===== src/rtl/adder_sched_pkg.sv =====
// Shared definitions for the round-robin limb-serial adder scheduler.
package adder_sched_pkg;

  localparam int LIMB_W_DEF = 3;
  localparam int NLIMB_DEF  = 4;
  localparam int OPW_DEF    = LIMB_W_DEF * NLIMB_DEF;

  typedef enum logic [1:0] {
    S_IDLE = 2'd0,
    S_RUN  = 2'd1,
    S_DONE = 2'd2
  } state_e;

  // Index width for n items; never narrower than one bit.
  function automatic int id_w(input int n);
    return (n > 1) ? $clog2(n) : 1;
  endfunction

endpackage


===== src/rtl/adder_rr_scheduler_rr_arbiter.sv =====
// Combinational round-robin arbiter: grants the first requester after 'last', searching cyclically.
module rr_arbiter
  import adder_sched_pkg::*;
#(
  parameter int NREQ = 4,
  localparam int IDW = id_w(NREQ)
) (
  input  logic [NREQ-1:0] req,
  input  logic [IDW-1:0]  last,
  output logic [NREQ-1:0] gnt,
  output logic [IDW-1:0]  idx,
  output logic            any
);

  always_comb begin
    int j;
    gnt = '0;
    idx = '0;
    any = 1'b0;
    j   = 0;
    for (int i = 1; i <= NREQ; i++) begin
      j = int'(last) + i;
      if (j >= NREQ) j = j - NREQ;
      if (!any && req[j]) begin
        any    = 1'b1;
        gnt[j] = 1'b1;
        idx    = IDW'(j);
      end
    end
  end

endmodule


===== src/rtl/adder_rr_scheduler.sv =====
// Shares one external LIMB_W-bit adder among NREQ requesters; each add is run limb-serially,
// LSB limb first, and the result is returned on a valid/ready port with a hold watchdog.
module adder_rr_scheduler
  import adder_sched_pkg::*;
#(
  parameter int NREQ      = 4,
  parameter int LIMB_W    = LIMB_W_DEF,
  parameter int NLIMB     = NLIMB_DEF,
  parameter int MAX_COUNT = 1000,
  localparam int OPW = NLIMB * LIMB_W,
  localparam int IDW = id_w(NREQ)
) (
  input  logic                 clk,
  input  logic                 rst,
  input  logic [NREQ-1:0]      req_valid,
  output logic [NREQ-1:0]      req_ready,
  input  logic [NREQ*OPW-1:0]  req_a,
  input  logic [NREQ*OPW-1:0]  req_b,
  input  logic [NREQ-1:0]      req_cin,
  output logic [LIMB_W-1:0]    add_a,
  output logic [LIMB_W-1:0]    add_b,
  output logic                 add_cin,
  input  logic [LIMB_W-1:0]    add_sum,
  input  logic                 add_cout,
  output logic                 rsp_valid,
  input  logic                 rsp_ready,
  output logic [IDW-1:0]       rsp_id,
  output logic [OPW-1:0]       rsp_sum,
  output logic                 rsp_cout,
  output logic                 rsp_drop,
  output logic                 busy
);

  localparam int LW  = id_w(NLIMB);
  localparam int WDW = $clog2(MAX_COUNT + 1);
  localparam logic [LW-1:0]  LAST_LIMB = LW'(NLIMB - 1);
  localparam logic [WDW-1:0] WD_LIMIT  = WDW'(MAX_COUNT);

  state_e          state_q, state_d;
  logic [IDW-1:0]  rr_last_q, rr_last_d;
  logic [LW-1:0]   limb_q, limb_d;
  logic            carry_q, carry_d;
  logic [WDW-1:0]  wd_q, wd_d;
  logic            hold_q;
  logic [OPW-1:0]  a_q, a_d, b_q, b_d, sum_q, sum_d;
  logic [IDW-1:0]  id_q, id_d;

  logic [NREQ-1:0] arb_gnt;
  logic [IDW-1:0]  arb_idx;
  logic            arb_any;

  rr_arbiter #(.NREQ(NREQ)) u_arb (
    .req  (req_valid),
    .last (rr_last_q),
    .gnt  (arb_gnt),
    .idx  (arb_idx),
    .any  (arb_any)
  );

  // Control state: the only registers that see reset.
  always_ff @(posedge clk) begin
    if (rst) begin
      state_q   <= S_IDLE;
      rr_last_q <= IDW'(NREQ - 1);
      limb_q    <= '0;
      carry_q   <= 1'b0;
      wd_q      <= '0;
      hold_q    <= 1'b1;
    end else begin
      state_q   <= state_d;
      rr_last_q <= rr_last_d;
      limb_q    <= limb_d;
      carry_q   <= carry_d;
      wd_q      <= wd_d;
      hold_q    <= 1'b0;
    end
  end

  always_ff @(posedge clk) begin
    a_q   <= a_d;
    b_q   <= b_d;
    sum_q <= sum_d;
    id_q  <= id_d;
  end

  always_comb begin
    state_d   = state_q;
    rr_last_d = rr_last_q;
    limb_d    = limb_q;
    carry_d   = carry_q;
    wd_d      = wd_q;
    a_d       = a_q;
    b_d       = b_q;
    sum_d     = sum_q;
    id_d      = id_q;
    req_ready = '0;
    add_a     = '0;
    add_b     = '0;
    add_cin   = 1'b0;
    rsp_valid = 1'b0;
    rsp_id    = '0;
    rsp_sum   = '0;
    rsp_cout  = 1'b0;
    rsp_drop  = 1'b0;
    busy      = (state_q != S_IDLE);

    unique case (state_q)
      S_IDLE: begin
        // Grants are held off for one cycle after reset release.
        if (!hold_q && arb_any) begin
          req_ready = arb_gnt;
          a_d       = req_a[arb_idx*OPW +: OPW];
          b_d       = req_b[arb_idx*OPW +: OPW];
          carry_d   = req_cin[arb_idx];
          id_d      = arb_idx;
          rr_last_d = arb_idx;
          limb_d    = '0;
          state_d   = S_RUN;
        end
      end
      S_RUN: begin
        add_a   = a_q[limb_q*LIMB_W +: LIMB_W];
        add_b   = b_q[limb_q*LIMB_W +: LIMB_W];
        add_cin = carry_q;
        sum_d[limb_q*LIMB_W +: LIMB_W] = add_sum;
        carry_d = add_cout;
        if (limb_q == LAST_LIMB) begin
          limb_d  = '0;
          wd_d    = '0;
          state_d = S_DONE;
        end else begin
          limb_d = limb_q + 1'b1;
        end
      end
      S_DONE: begin
        if (wd_q == WD_LIMIT) begin
          rsp_drop = 1'b1;
          state_d  = S_IDLE;
        end else begin
          rsp_valid = 1'b1;
          rsp_id    = id_q;
          rsp_sum   = sum_q;
          rsp_cout  = carry_q;
          if (rsp_ready) state_d = S_IDLE;
          else           wd_d    = wd_q + 1'b1;
        end
      end
      default: state_d = S_IDLE;
    endcase

    // Outputs are forced quiet for the whole reset cycle, whatever state is held.
    if (rst) begin
      req_ready = '0;
      add_a     = '0;
      add_b     = '0;
      add_cin   = 1'b0;
      rsp_valid = 1'b0;
      rsp_id    = '0;
      rsp_sum   = '0;
      rsp_cout  = 1'b0;
      rsp_drop  = 1'b0;
      busy      = 1'b0;
    end
  end

endmodule

===== config.mk =====
export PLATFORM = sky130hd
export DESIGN_NAME = adder_rr_scheduler
export DESIGN_NICKNAME = d
export VERILOG_FILES = /design/src/rtl/adder_sched_pkg.sv /design/src/rtl/adder_rr_scheduler_rr_arbiter.sv /design/src/rtl/adder_rr_scheduler.sv
export SDC_FILE = /design/constraint.sdc
export NUM_CORES = 1
export LEC_CHECK = 0
export ABC_AREA = 1
export BUFFER_PORTS_ARGS = -buffer_cell sky130_fd_sc_hd__buf_2
export CAP_MARGIN = 20
export CORE_AREA = 2 2 104 81
export CTS_BUF_LIST = sky130_fd_sc_hd__clkbuf_8 sky130_fd_sc_hd__clkbuf_16
export CTS_CLUSTER_DIAMETER = 50
export DETAILED_ROUTE_END_ITERATION = 10
export DIE_AREA = 0 0 106 83
export GPL_ROUTABILITY_DRIVEN = 1
export HOLD_SLACK_MARGIN = 0.08
export PLACE_DENSITY = 0.77
export SYNTH_ARGS = -nofsm -noshare
export SYNTH_HDL_FRONTEND = slang
export SYNTH_HIERARCHICAL = 1
export SYNTH_SLANG_ARGS = --single-unit

===== constraint.sdc =====
create_clock -name clk -period 4.25 [get_ports clk]
set_clock_uncertainty 0.15 [all_clocks]
set_input_delay 0.85 -clock clk [delete_from_list [all_inputs] [get_ports clk]]
set_output_delay 0.85 -clock clk [all_outputs]
set_load 0.05 [all_outputs]

==> results.txt, run 1 <==
In this run the power density over the cells is 472.7 nW/um2. The height of the die came out at 83 um. The register-to-register path setup slack came out at 0.99 ns. The instance count along the most critical hold path is 2. The global-route total usage across every layer is 22.54%. The final routed DRC violation total came out at 0. Synthesis produced 533 cells. The overall power is 2.247 mW.

After synthesis the netlist holds a flip-flop and latch count of 56. The critical path start-end classification is register to output port. In this run the critical register-to-register path is captured at a_q[2]$_DFFE_PP_. The post-layout minimum cycle time is 3.979 ns.

STA classifies the critical path endpoint as an output port. The multi-input combinational cells in the finished layout cover a total of 2017 um2. The number of nets in the synthesized netlist is 660.

STA classifies the critical path startpoint as a register. Derived from the worst setup path, the maximum achievable clock frequency is 0.2513 GHz. The path class of the tightest hold or removal check is register to register. The register area came out at 1505 um2. The count of standard-cell rows is 28. Summed over all layers, the global routing overflow is 0. The data required time at the worst endpoint came out at 3.25 ns. The flow ran to the end, and the final reports show no timing, DRC or antenna violations. The initial core utilization is 50.06%.

The die is 106 um wide. The boundary pin count is 140. The final worst-path cycle share came out at 93.63%.

The largest voltage drop on the vdd net came out at 0.0003823 V. After the last flow step, the layout net total stands at 790. The leakage power figure came out at 2.190 nW. The number of buffers inserted during clock tree synthesis is 5. The worst-margin pin slew came out at 0.7125 ns.

The fraction of final layout cells with drive strength greater than 1 is 27.56%. The first-pass GRT wire length came out at 16.18 mm. The smallest hold slack came out at 0.3911 ns. In this run the number of H-tree levels came out at 2.

The number of antenna violations at the first check in global routing is 0. The first detailed-routing pass took 5 iterations. After detailed routing, the average wire length per cell comes to 13.30 um. The full die area is 8798 um2.

Port buffering added 139 buffers. The via count of the first global-routing pass is 3575. For this run, the number of Yosys warnings is 6. The largest buffer count on any clock path came out at 2.

The total of fill cells in the finished design is 706. The HPWL reported at the end of detailed placement is 7.664 mm. The data arrival time at the worst-slack endpoint is 2.98 ns. The clock latency reported for the late side of the worst-skew pair came out at 0.31 ns. The startpoint identified for the worst register-to-register timing path is rr_last_q[1]$_SDFFE_PP1P_. After synthesis, the netlist uses 30 different library cells. The count of endpoints failing hold in the final timing report was 0. The via density per instance came out at 5.257.

The total number of vias is 4043. The maximum fanout encountered on the critical timing path is 12. The core footprint came out at 7742 um2. The final weighted congestion in routability-driven placement is 0.8502.

The number of max-slew violations in the final report came out at 0. The average cell area after synthesis is 7.272 um2. The final wirelength is 10.23 mm. The launch instance of the worst min-delay path is wd_q[7]$_SDFFE_PP0P_. The clock sink count is 56. The number of endpoints failing setup at the final stage is 0. The area growth from synthesis to layout is 22.63%.

The count of maximum capacitance violations came out at 0. 0 antenna diodes ended up in the layout. Entering global routing, the biggest net connects 52 pins. The setup TNS came out at 0 ns. The worst max-slew margin expressed relative to the limit is 52.45%. For hold timing, the worst endpoint is wd_q[7]$_SDFFE_PP0P_. The root buffer cell chosen for the clock tree is sky130_fd_sc_hd__clkbuf_8. The detailed router's first-iteration violation count came out at 275. In this run the remaining antenna-violating nets after routing total 0. Setup repair after global routing left no endpoint under its margin. Measured in cells, the most critical reg-to-reg path has a length of 12. TritonCTS built the clock tree. Of the synthesized area, sequential elements account for 38.73%. The post-synth design cell area came out at 3876 um2. The clock-pin transition on the worst setup and hold timing paths is 0.10 ns.
## how the worst max path moves through the flow
stage / start / endpoint / slack, ns / cells after the start
2_1_floorplan: rr_last_q[1]$_SDFFE_PP1P_ / req_ready[0] / 0.22 / 15
3_3_place_gp: rr_last_q[1]$_SDFFE_PP1P_ / req_ready[3] / 0.48 / 15
3_5_place_dp: rr_last_q[1]$_SDFFE_PP1P_ / req_ready[0] / 0.38 / 15
4_1_cts: rr_last_q[1]$_SDFFE_PP1P_ / req_ready[0] / 0.04 / 15
5_1_grt: rr_last_q[1]$_SDFFE_PP1P_ / req_ready[3] / 0.05 / 15
6_report: rr_last_q[1]$_SDFFE_PP1P_ / req_ready[1] / 0.27 / 15
## power by group
part	switching, mW	internal (mW)	total (mW)
logic	0.772	0.371	1.14
clock network	0.171	0.114	0.284
registers	0.0430	0.777	0.820
total	0.986	1.26	2.25
## layout make-up
cell class,instances,share of cell area (%)
Timing Repair Buffer,148,16.21
Clock inverter,3,0.3422
Sequential cell,56,31.67
Inverter,61,5.133
Clock buffer,5,1.448
Tap cell,105,2.764
Multi-Input combinational cell,391,42.43
## registers in the layout (all words and copies together) (netlist names)
signal and flops:
rr_last_q 2, state_q 2, carry_q 1, a_q 12, hold_q 1, b_q 12
sum_q 12, limb_q 2, id_q 2, wd_q 10
## repair_timing
item / CTS / global route
endpoints found under the setup margin: 0 / 4
setup buffers: 0 / 3
hold buffers: 0 / 0
gates resized for setup: 0 / 6
## worst max-delay path: stages, from the launching register on
cell and delay, ns:
sky130_fd_sc_hd__dfxtp_4 0.43, sky130_fd_sc_hd__clkinvlp_4 0.15, sky130_fd_sc_hd__ha_1 0.34, sky130_fd_sc_hd__inv_1 0.14
sky130_fd_sc_hd__nand3_2 0.16, sky130_fd_sc_hd__nand2_4 0.12, sky130_fd_sc_hd__nor2_4 0.08, sky130_fd_sc_hd__nand4_1 0.08
sky130_fd_sc_hd__inv_1 0.04, sky130_fd_sc_hd__or2_2 0.26, sky130_fd_sc_hd__inv_1 0.05, sky130_fd_sc_hd__nand2_1 0.16
sky130_fd_sc_hd__clkinvlp_4 0.13, sky130_fd_sc_hd__nand2_1 0.14, sky130_fd_sc_hd__nor2_2 0.13, sky130_fd_sc_hd__buf_2 0.27
## per-layer routing
metal,global-route usage [%],wire length [um],vias to the layer above
li1,-,-,2047
met1,30.13,4572,1814
met2,38.24,4856,169
met3,3.454,663,13
met4,5.861,138,0
met5,0,0,-
## per-stage QoR
step,utilization [%],setup slack (ns),std cells,area (um2)
3_5_place_dp,59.81,0.3792,758,4631
2_1_floorplan,-,0.2181,533,3890
5_1_grt,61.39,0.05444,769,4753
6_report,61.39,0.2708,769,4753
3_3_place_gp,59.81,0.4805,758,4631
4_1_cts,60.91,0.04128,766,4716
## cells in the final DEF, fill, tap and decap left out, types with 3 or more instances in the layout
master and n:
sky130_fd_sc_hd__buf_2 136, sky130_fd_sc_hd__nor2_1 113, sky130_fd_sc_hd__o21ai_0 63, sky130_fd_sc_hd__nand2_1 60, sky130_fd_sc_hd__inv_1 58, sky130_fd_sc_hd__edfxtp_1 38
sky130_fd_sc_hd__nand3_1 37, sky130_fd_sc_hd__o22ai_1 25, sky130_fd_sc_hd__a21oi_1 24, sky130_fd_sc_hd__dfxtp_1 17, sky130_fd_sc_hd__ha_1 16, sky130_fd_sc_hd__nor3_1 10
sky130_fd_sc_hd__nand4_1 10, sky130_fd_sc_hd__buf_4 9, sky130_fd_sc_hd__nor2_2 7, sky130_fd_sc_hd__clkbuf_8 5, sky130_fd_sc_hd__nand2_2 4, sky130_fd_sc_hd__a21boi_0 4
sky130_fd_sc_hd__nand3_2 3, sky130_fd_sc_hd__nand2_4 3, sky130_fd_sc_hd__clkbuf_4 3
## synth_stat cells
cell	number	area share (%)
sky130_fd_sc_hd__a21boi_0	4	0.77
sky130_fd_sc_hd__a21oi_1	25	3.2
sky130_fd_sc_hd__buf_1	1	0.097
sky130_fd_sc_hd__buf_2	9	1.2
sky130_fd_sc_hd__buf_6	5	1.5
sky130_fd_sc_hd__clkbuf_1	10	0.97
sky130_fd_sc_hd__dfxtp_1	18	9.3
sky130_fd_sc_hd__edfxtp_1	38	29
sky130_fd_sc_hd__ha_1	16	5.2
sky130_fd_sc_hd__inv_1	58	5.6
sky130_fd_sc_hd__inv_2	2	0.19
sky130_fd_sc_hd__inv_8	1	0.29
sky130_fd_sc_hd__nand2_1	60	5.8
sky130_fd_sc_hd__nand2_2	4	0.65
sky130_fd_sc_hd__nand2_4	3	0.87
sky130_fd_sc_hd__nand3_1	37	4.8
sky130_fd_sc_hd__nand3_2	3	0.77
sky130_fd_sc_hd__nand3_4	1	0.45
sky130_fd_sc_hd__nand4_1	10	1.6
sky130_fd_sc_hd__nor2_1	117	11
sky130_fd_sc_hd__nor2_2	3	0.48
sky130_fd_sc_hd__nor2_4	2	0.58
sky130_fd_sc_hd__nor3_1	10	1.3
sky130_fd_sc_hd__nor3b_1	2	0.39
sky130_fd_sc_hd__o211ai_1	2	0.39
sky130_fd_sc_hd__o21ai_0	63	8.1
sky130_fd_sc_hd__o21bai_1	1	0.19
sky130_fd_sc_hd__o22ai_1	25	4.0
sky130_fd_sc_hd__or2_2	2	0.32
sky130_fd_sc_hd__xor2_1	1	0.23
## cells by family (layout without fill, tap and decap cells)
kind of cell               count (synthesis)  in the layout  share of synthesized area, %
buffers and inverters                     86            217                         9.780
DFF                                       56             56                         38.73
AOI/OAI and AO/OA                        120            120                         16.75
adders and majority gates                 16             16                         5.165
and+or+nand+nor                          254            254                         29.34
xor gates and xnor gates                   1              1                        0.2260
No activity file was read; power rests on OpenSTA's default activity.
==> run 2: changes to the inputs <==
- GPL_TIMING_DRIVEN: unset -> 0
==> results.txt, run 2 (synthesis gave the netlist of run 1 again) <==
The flow ran to the end, and the final reports show no timing, DRC or antenna violations. The worst setup path is captured at an output port. The largest registers in the layout are a_q: 12 flops, b_q: 12 flops, sum_q: 12 flops. In the layout the commonest cells are sky130_fd_sc_hd__buf_2 (144), sky130_fd_sc_hd__nor2_1 (113), sky130_fd_sc_hd__o21ai_0 (63), sky130_fd_sc_hd__nand2_1 (59), sky130_fd_sc_hd__inv_1 (55). Setup repair after global routing left no endpoint under its margin. Routability-driven placement finished with a final weighted congestion of 0.8717. The startpoint of the most critical register-to-register path is rr_last_q[0]$_SDFFE_PP1P_.

The H-tree was split into 2 levels. The first detailed-routing pass ran for 5 iterations. The worst min-delay path class is register to register.

The final antenna diode count is 0. Detailed placement finished with a half-perimeter wire length of 8.719 mm. Across the VDD grid, the largest voltage drop is 0.0003016 V.

Data arrives at the worst endpoint at 3.01 ns. The total of fill cells in the finished design is 710. In this run the horizontal extent of the chip is 106 um.

The post-layout minimum cycle time came out at 4.015 ns. The number of endpoints failing setup at the final stage came out at 0. The initial core utilization came out at 50.06%. 140 I/O pins were placed.

The first-pass GRT wire length is 18.18 mm. The quantity of hold-fixing buffers added after cts came out at 0. Clock tree synthesis selected as its root buffer the cell sky130_fd_sc_hd__clkbuf_8. The worst hold path was traced through 2 stages. The CTS tree is done.

The number of antenna violations at the first check in global routing came out at 0. The final worst-path cycle share came out at 94.46%. The via count of the first global-routing pass is 3882.

The worst slack at placement came out at -0.3775 ns. The worst setup path is of the register to output port kind. The worst setup path is launched from a register. The tool flagged a number of max-cap violations equal to 0. The smallest hold slack came out at 0.3801 ns. The library cell used most frequently in the layout, excluding fill and tap cells, is sky130_fd_sc_hd__buf_2. The full die area is 8798 um2. The worst-margin pin slew is 0.6510 ns.

The number of max-slew violations in the final report came to 0. The clock-pin transition on the worst setup and hold timing paths came out at 0.10 ns. The largest net degree at the start of global routing is 18. The core footprint is 7742 um2. Measured against its own limit, the worst slew margin works out to 56.36%. The global-route total usage across every layer is 25.48%. The clock latency reported for the late side of the worst-skew pair is 0.31 ns.

The launch instance of the worst min-delay path is carry_q$_SDFFE_PP0P_. The via density per instance came out at 5.308. The leftover overflow at the end of global routing came out at 0.

The endpoint identified for the worst register-to-register timing path is a_q[2]$_DFFE_PP_. The count of buffers from port buffering is 139. Dividing the detail-routed wire length by the instance count gives 14.22 um. The power per unit of standard cell area came out at 481.4 nW/um2. Static timing analysis puts the maximum clock frequency at 0.2491 GHz.

The total number of vias came out at 4188. The maximum fanout encountered on the critical timing path came out at 13. The number of clock buffers added by TritonCTS is 5. The fraction of final layout cells with drive strength greater than 1 came out at 28.65%.

The number of cells traversed by the worst register-to-register path is 13. The setup TNS is 0 ns. The area of combinational cells with multiple inputs came out at 2016 um2.

The final routed DRC violation total is 0. The sequential cells in the finished layout cover a total of 1506 um2. The detailed router's first-iteration violation count came out at 442. The final layout contains 810 nets. The count of endpoints failing hold in the final timing report came out at 0. The final setup slack of the worst path came out at 0.2353 ns. The final wirelength is 11.22 mm. The endpoint with the worst hold slack is carry_q$_SDFFE_PP0P_.

The die is 83 um tall. The share of the core filled with cells came out at 62.78%. The register-to-register path setup slack is 0.77 ns. The number of nets with antenna violations after routing is 0. The count of standard-cell rows is 28. The leakage power figure came out at 2.241 nW. The layout overhead on the synthesized area came out at 25.40%. The data required time at the worst endpoint is 3.25 ns. No sink is reached through more buffers than the 2 on the longest clock path.

The clock sink count is 56.
==> run 2: cell types whose count changed in the layout (fill, tap and decap cells not counted), moves of 3 or more <==
cell	change
sky130_fd_sc_hd__clkbuf_4	-3
sky130_fd_sc_hd__buf_6	+5
sky130_fd_sc_hd__inv_1	-3
sky130_fd_sc_hd__clkbuf_1	+10
sky130_fd_sc_hd__buf_2	+8
==> run 2: repair_timing <==
item | CTS | global route
buffers inserted | 1 | 2
endpoints found under the setup margin | 4 | 4
cloned | 1 | 0
resized for setup | 7 | 4
==> run 2: how the worst max path moves through the flow <==
stage                                    startpoint      endpoint  slack [ns]  depth (start not counted)
after global placement    rr_last_q[1]$_SDFFE_PP1P_  req_ready[0]       -0.32                         16
after CTS                 rr_last_q[1]$_SDFFE_PP1P_  req_ready[3]        0.07                         16
after detailed placement  rr_last_q[1]$_SDFFE_PP1P_  req_ready[3]       -0.38                         16
after global routing      rr_last_q[0]$_SDFFE_PP1P_  req_ready[2]        0.01                         17
final                     rr_last_q[0]$_SDFFE_PP1P_  req_ready[3]        0.24                         17
after floorplan           rr_last_q[1]$_SDFFE_PP1P_  req_ready[0]        0.22                         15
==> run 2: layer usage <==
| metal | track usage [%] | wire (um) |
|---|---|---|
| met1 | 34.72 | 4752 |
| met2 | 41.99 | 5231 |
| met3 | 3.846 | 972 |
| met4 | 7.656 | 261 |
| met5 | 0 | 0 |
==> run 2: worst max-delay path, cell delays in order, from the launching register on <==
cell and delay, ns:
sky130_fd_sc_hd__dfxtp_2 0.41, sky130_fd_sc_hd__buf_6 0.17, sky130_fd_sc_hd__inv_8 0.06, sky130_fd_sc_hd__ha_1 0.36, sky130_fd_sc_hd__inv_2 0.13, sky130_fd_sc_hd__nand3_4 0.13
sky130_fd_sc_hd__nand2_4 0.11, sky130_fd_sc_hd__nor2_4 0.05, sky130_fd_sc_hd__buf_6 0.13, sky130_fd_sc_hd__nand4_1 0.06, sky130_fd_sc_hd__inv_1 0.04, sky130_fd_sc_hd__or2_2 0.26
sky130_fd_sc_hd__inv_1 0.07, sky130_fd_sc_hd__nand2_2 0.13, sky130_fd_sc_hd__clkinvlp_4 0.12, sky130_fd_sc_hd__nand2_1 0.14, sky130_fd_sc_hd__nor2_2 0.12, sky130_fd_sc_hd__buf_4 0.20
==> run 2: stage by stage <==
step	total power, mW	area [um2]	cells
detailed placement	2.024	4717	777
global placement	1.983	4717	777
global route	2.514	4861	789
CTS	2.321	4832	787
floorplan	1.657	3890	533
finish	2.340	4861	789
==> run 2: final cells by class <==
type                    count  share of cell area [%]
well taps                 105                   2.703
clock buffers               5                   1.416
inverters                  61                   5.019
clock inverters             3                  0.3861
multi-input cells         391                   41.47
flip-flops and latches     56                   30.99
plain buffers              25                   2.934
repair buffers            142                   14.98
repair inverters            1                  0.1030
==> run 2: power by group <==
| group | internal (mW) | leakage (nW) | switching (mW) |
|---|---|---|---|
| clock | 0.115 | 0.0479 | 0.171 |
| combinational | 0.393 | 1.69 | 0.837 |
| sequential | 0.778 | 0.507 | 0.0466 |
| total | 1.29 | 2.24 | 1.05 |
==> run 3: changes to the inputs <==
- ABC_AREA: 1 -> unset
- CORE_AREA: 2 2 104 81 -> 2 2 105 81
- DIE_AREA: 0 0 106 83 -> 0 0 107 83
- PLACE_DENSITY: 0.77 -> 0.76
==> results.txt, run 3 <==
The run finished with clean final reports. Wires add up to 9.846 mm. The number of levels in the clock H-tree came out at 2. The count of mapped cells out of synthesis is 324. The routed wire length per instance came out at 16.92 um. For this run, the leading register cell type out of synthesis is sky130_fd_sc_hd__edfxtp_1. Setup repair after global routing left no endpoint under its margin. The cell type with the largest total area after synthesis is sky130_fd_sc_hd__edfxtp_1.

The detailed router's first-iteration violation count is 199. The clock latency reported for the late side of the worst-skew pair is 0.30 ns. The number of storage elements in the synthesis netlist came out at 56. Counting I/O delays and the setup requirement, the final critical path takes 4.065 ns.

The count of unique library cells instantiated by Yosys came out at 49. The cell area that synthesis handed to floorplanning was 3845 um2. The final weighted congestion in routability-driven placement is 0.8989. Of the total synthesized cell area, the portion taken by full adders, half adders and majority gates is 5.207%.

The core footprint came out at 7812 um2. The count of maximum capacitance violations came out at 0. The worst path uses 95.65% of the clock period. The largest registers in the layout are a_q: 12 flops, b_q: 12 flops, sum_q: 12 flops. The critical path is of the register to output port type.

The leftover overflow at the end of global routing is 0. The endpoint kind of the worst setup timing path is an output port. Counting the buffers created by CTS gives 5. The worst max-slew margin expressed relative to the limit came out at 58.27%. The data arrival time at the worst-slack endpoint came out at 3.06 ns. The count of endpoints failing hold in the final timing report came out at 0. The total of fill cells in the finished design is 636. For this block, the via count after detailed routing is 3259. The worst stage delay on the critical path came out at 0.55 ns. The count of standard-cell rows came out at 28.

The top cell types in the final layout, fill and taps aside, are sky130_fd_sc_hd__buf_2 (141), sky130_fd_sc_hd__edfxtp_1 (38), sky130_fd_sc_hd__mux4_2 (35), sky130_fd_sc_hd__and2_1 (29). When the netlist entered floorplanning its net count stood at 451. The number of antenna violations at the first check in global routing came out at 0. Clock-pin slew was measured on the worst setup and hold paths at 0.10 ns. The slowest stage of the critical path belongs to the cell sky130_fd_sc_hd__mux4_2. After detailed routing, the number of vias per cell comes to 5.600.

The share of synthesized area spent on multiplexers came out at 22.36%. After synthesis, flip-flops and latches occupy 39.05% of the total area. The count of synthesis-stage warnings from yosys came out at 6.

The number of nets in the finished design is 602. The fraction of synthesized cell area taken by the top area cell type is 29.68%. The HPWL reported at the end of detailed placement is 7.802 mm.

Power spread over the standard cell area amounts to 393.6 nW/um2. The full die area came out at 8881 um2. For this run, the top clock speed supported by timing is 0.2460 GHz. The global-route total usage across every layer is 22.66%.

The pre-antenna-repair detailed-routing pass consisted of 4 iterations. Across the VDD grid, the largest voltage drop is 0.0002928 V. The buffer and inverter count on the worst path is 4. The overall power came out at 1.932 mW. The via count of the first global-routing pass came to 3342.

The data required time at the worst endpoint is 3.25 ns. The dominant combinational cell family by area after synthesis is multiplexers. The first-pass GRT wire length is 15.96 mm. Leaving out fill and tap cells, the most frequent cell in the layout is sky130_fd_sc_hd__buf_2. TritonCTS built the clock tree.

The leakage power figure came out at 2.070 nW. STA classifies the critical path startpoint as a register. The fraction of final layout cells with drive strength greater than 1 came out at 46.01%. The compound-cell area share of the yosys netlist came out at 10.48%. Grouping stages by cell kind, the critical path spends the most delay in simple AND/OR/NAND/NOR gates. The post-synthesis simple-gate area fraction came out at 18.97%. The area of combinational cells with multiple inputs is 2211 um2.

After synthesis, the share of flip-flops with an asynchronous set or reset is 0%. The die outline width came out at 107 um. Walking the worst path, the cells encountered are clkbuf_8 -> inv_1 -> ha_1 -> buf_6 -> mux4_2 -> or2_4 -> nand2b_1 -> nand3b_1 -> nor2_1 -> and2_2 -> buf_4.

At the end of the flow the core is filled with cells to 62.84%. The clock sink count is 56. Of all nets on the critical path, the largest fanout is 10.

The largest net degree at the start of global routing came out at 31. Measured along the y axis, the die boundary spans 83 um. The initial core utilization is 49.22%.

The boundary pin count is 140. The most common cell in the synthesized netlist is sky130_fd_sc_hd__edfxtp_1. The final routed DRC violation total came out at 0.

The number of max-slew violations in the final report is 0. The tree is rooted in a sky130_fd_sc_hd__clkbuf_8. The post-synthesis share of cell area spent on xor and xnor gates is 0%.

In this run, synthesis inferred 38 flip-flops with an integrated enable. The count of buffers from port buffering is 137. The register area came out at 1506 um2. The clock passes through at most 2 buffers. The worst-margin pin slew is 0.6086 ns. The number of endpoints failing setup at the final stage is 0. Sorting the synthesized cells by how often they occur yields sky130_fd_sc_hd__edfxtp_1 (38), sky130_fd_sc_hd__mux4_2 (35), sky130_fd_sc_hd__and2_1 (33). In this run the worst hold path is classified as register to register.

From synthesis to final layout, the design area changed by 27.69%. The number of nets with antenna violations after routing is 0. Ranked by total cell area, the synthesized netlist is headed by sky130_fd_sc_hd__edfxtp_1 (30%), sky130_fd_sc_hd__mux4_2 (21%), sky130_fd_sc_hd__dfxtp_1 (9.4%). The average cell area after synthesis is 11.87 um2.
[run 3: routing by layer]
layer  up-vias  global-route usage (%)  share of wire [%]
met5         -                       0                  0
met4         0                   5.077                1.0
met3         8                   4.082                6.5
met2       137                   39.55                 52
met1      1565                   29.47                 41
li1       1549                       -                  -
[run 3: metrics by stage]
stage	hold slack, ns	setup slack, ns	TNS [ns]	cells	instance area [um2]
global placement	0.3522	-0.6749	-18.31	566	4667
global route	0.3972	0.02277	0	581	4907
detailed placement	0.3542	-0.7796	-25.11	566	4667
floorplan	0.3218	0.01072	0	324	3850
finish	0.3759	0.1851	0	582	4910
CTS	0.3736	0.008293	0	576	4850
[run 3: cell families (layout without fill, tap and decap cells)]
logic type               Yosys count  count (layout)
adder cells (fa/ha/maj)           16              16
AO/OA/AOI/OAI                     55              55
buffers and inverters             31             183
flip-flops                        56              56
multiplexers                      42              42
other                              0               1
AND/OR/NAND/NOR                  124             124
[run 3: tightest hold or removal path, delay by kind of cell (launching register included)]
kind	cells	cell delay (ns)
compound gates	1	0.08
buf+inv	1	0.07
flops	1	0.33
[run 3: final timing paths]
path,from,end,slack (ns),cells after the start
min reg2reg,wd_q[1]$_SDFFE_PP0P_,wd_q[1]$_SDFFE_PP0P_,0.38,2
min,wd_q[1]$_SDFFE_PP0P_,wd_q[1]$_SDFFE_PP0P_,0.38,2
max reg2reg,rr_last_q[0]$_SDFFE_PP1P_,b_q[7]$_DFFE_PP_,0.22,11
max,rr_last_q[0]$_SDFFE_PP1P_,req_ready[3],0.19,11
[run 3: report_power, final]
| group | internal [mW] | total [mW] | switching, mW |
|---|---|---|---|
| logic | 0.422 | 0.844 | 0.422 |
| clock network | 0.190 | 0.354 | 0.164 |
| registers | 0.705 | 0.735 | 0.0297 |
[run 3: area by class of cell]
class	instances	share of cell area [%]
antenna	1	0.05097
buffer	21	2.701
clock buffer	6	1.682
clock inverter	2	0.6881
inverter	9	0.6881
multi-input combinational	237	45.03
sequential	56	30.68
tap	105	2.676
timing repair buffer	145	15.80
[run 3: timing repair]
action                     in CTS  in global routing
buffers inserted                2                  5
gates resized for setup        17                  5
setup endpoints to repair      58                 23
hold buffers                    0                  0
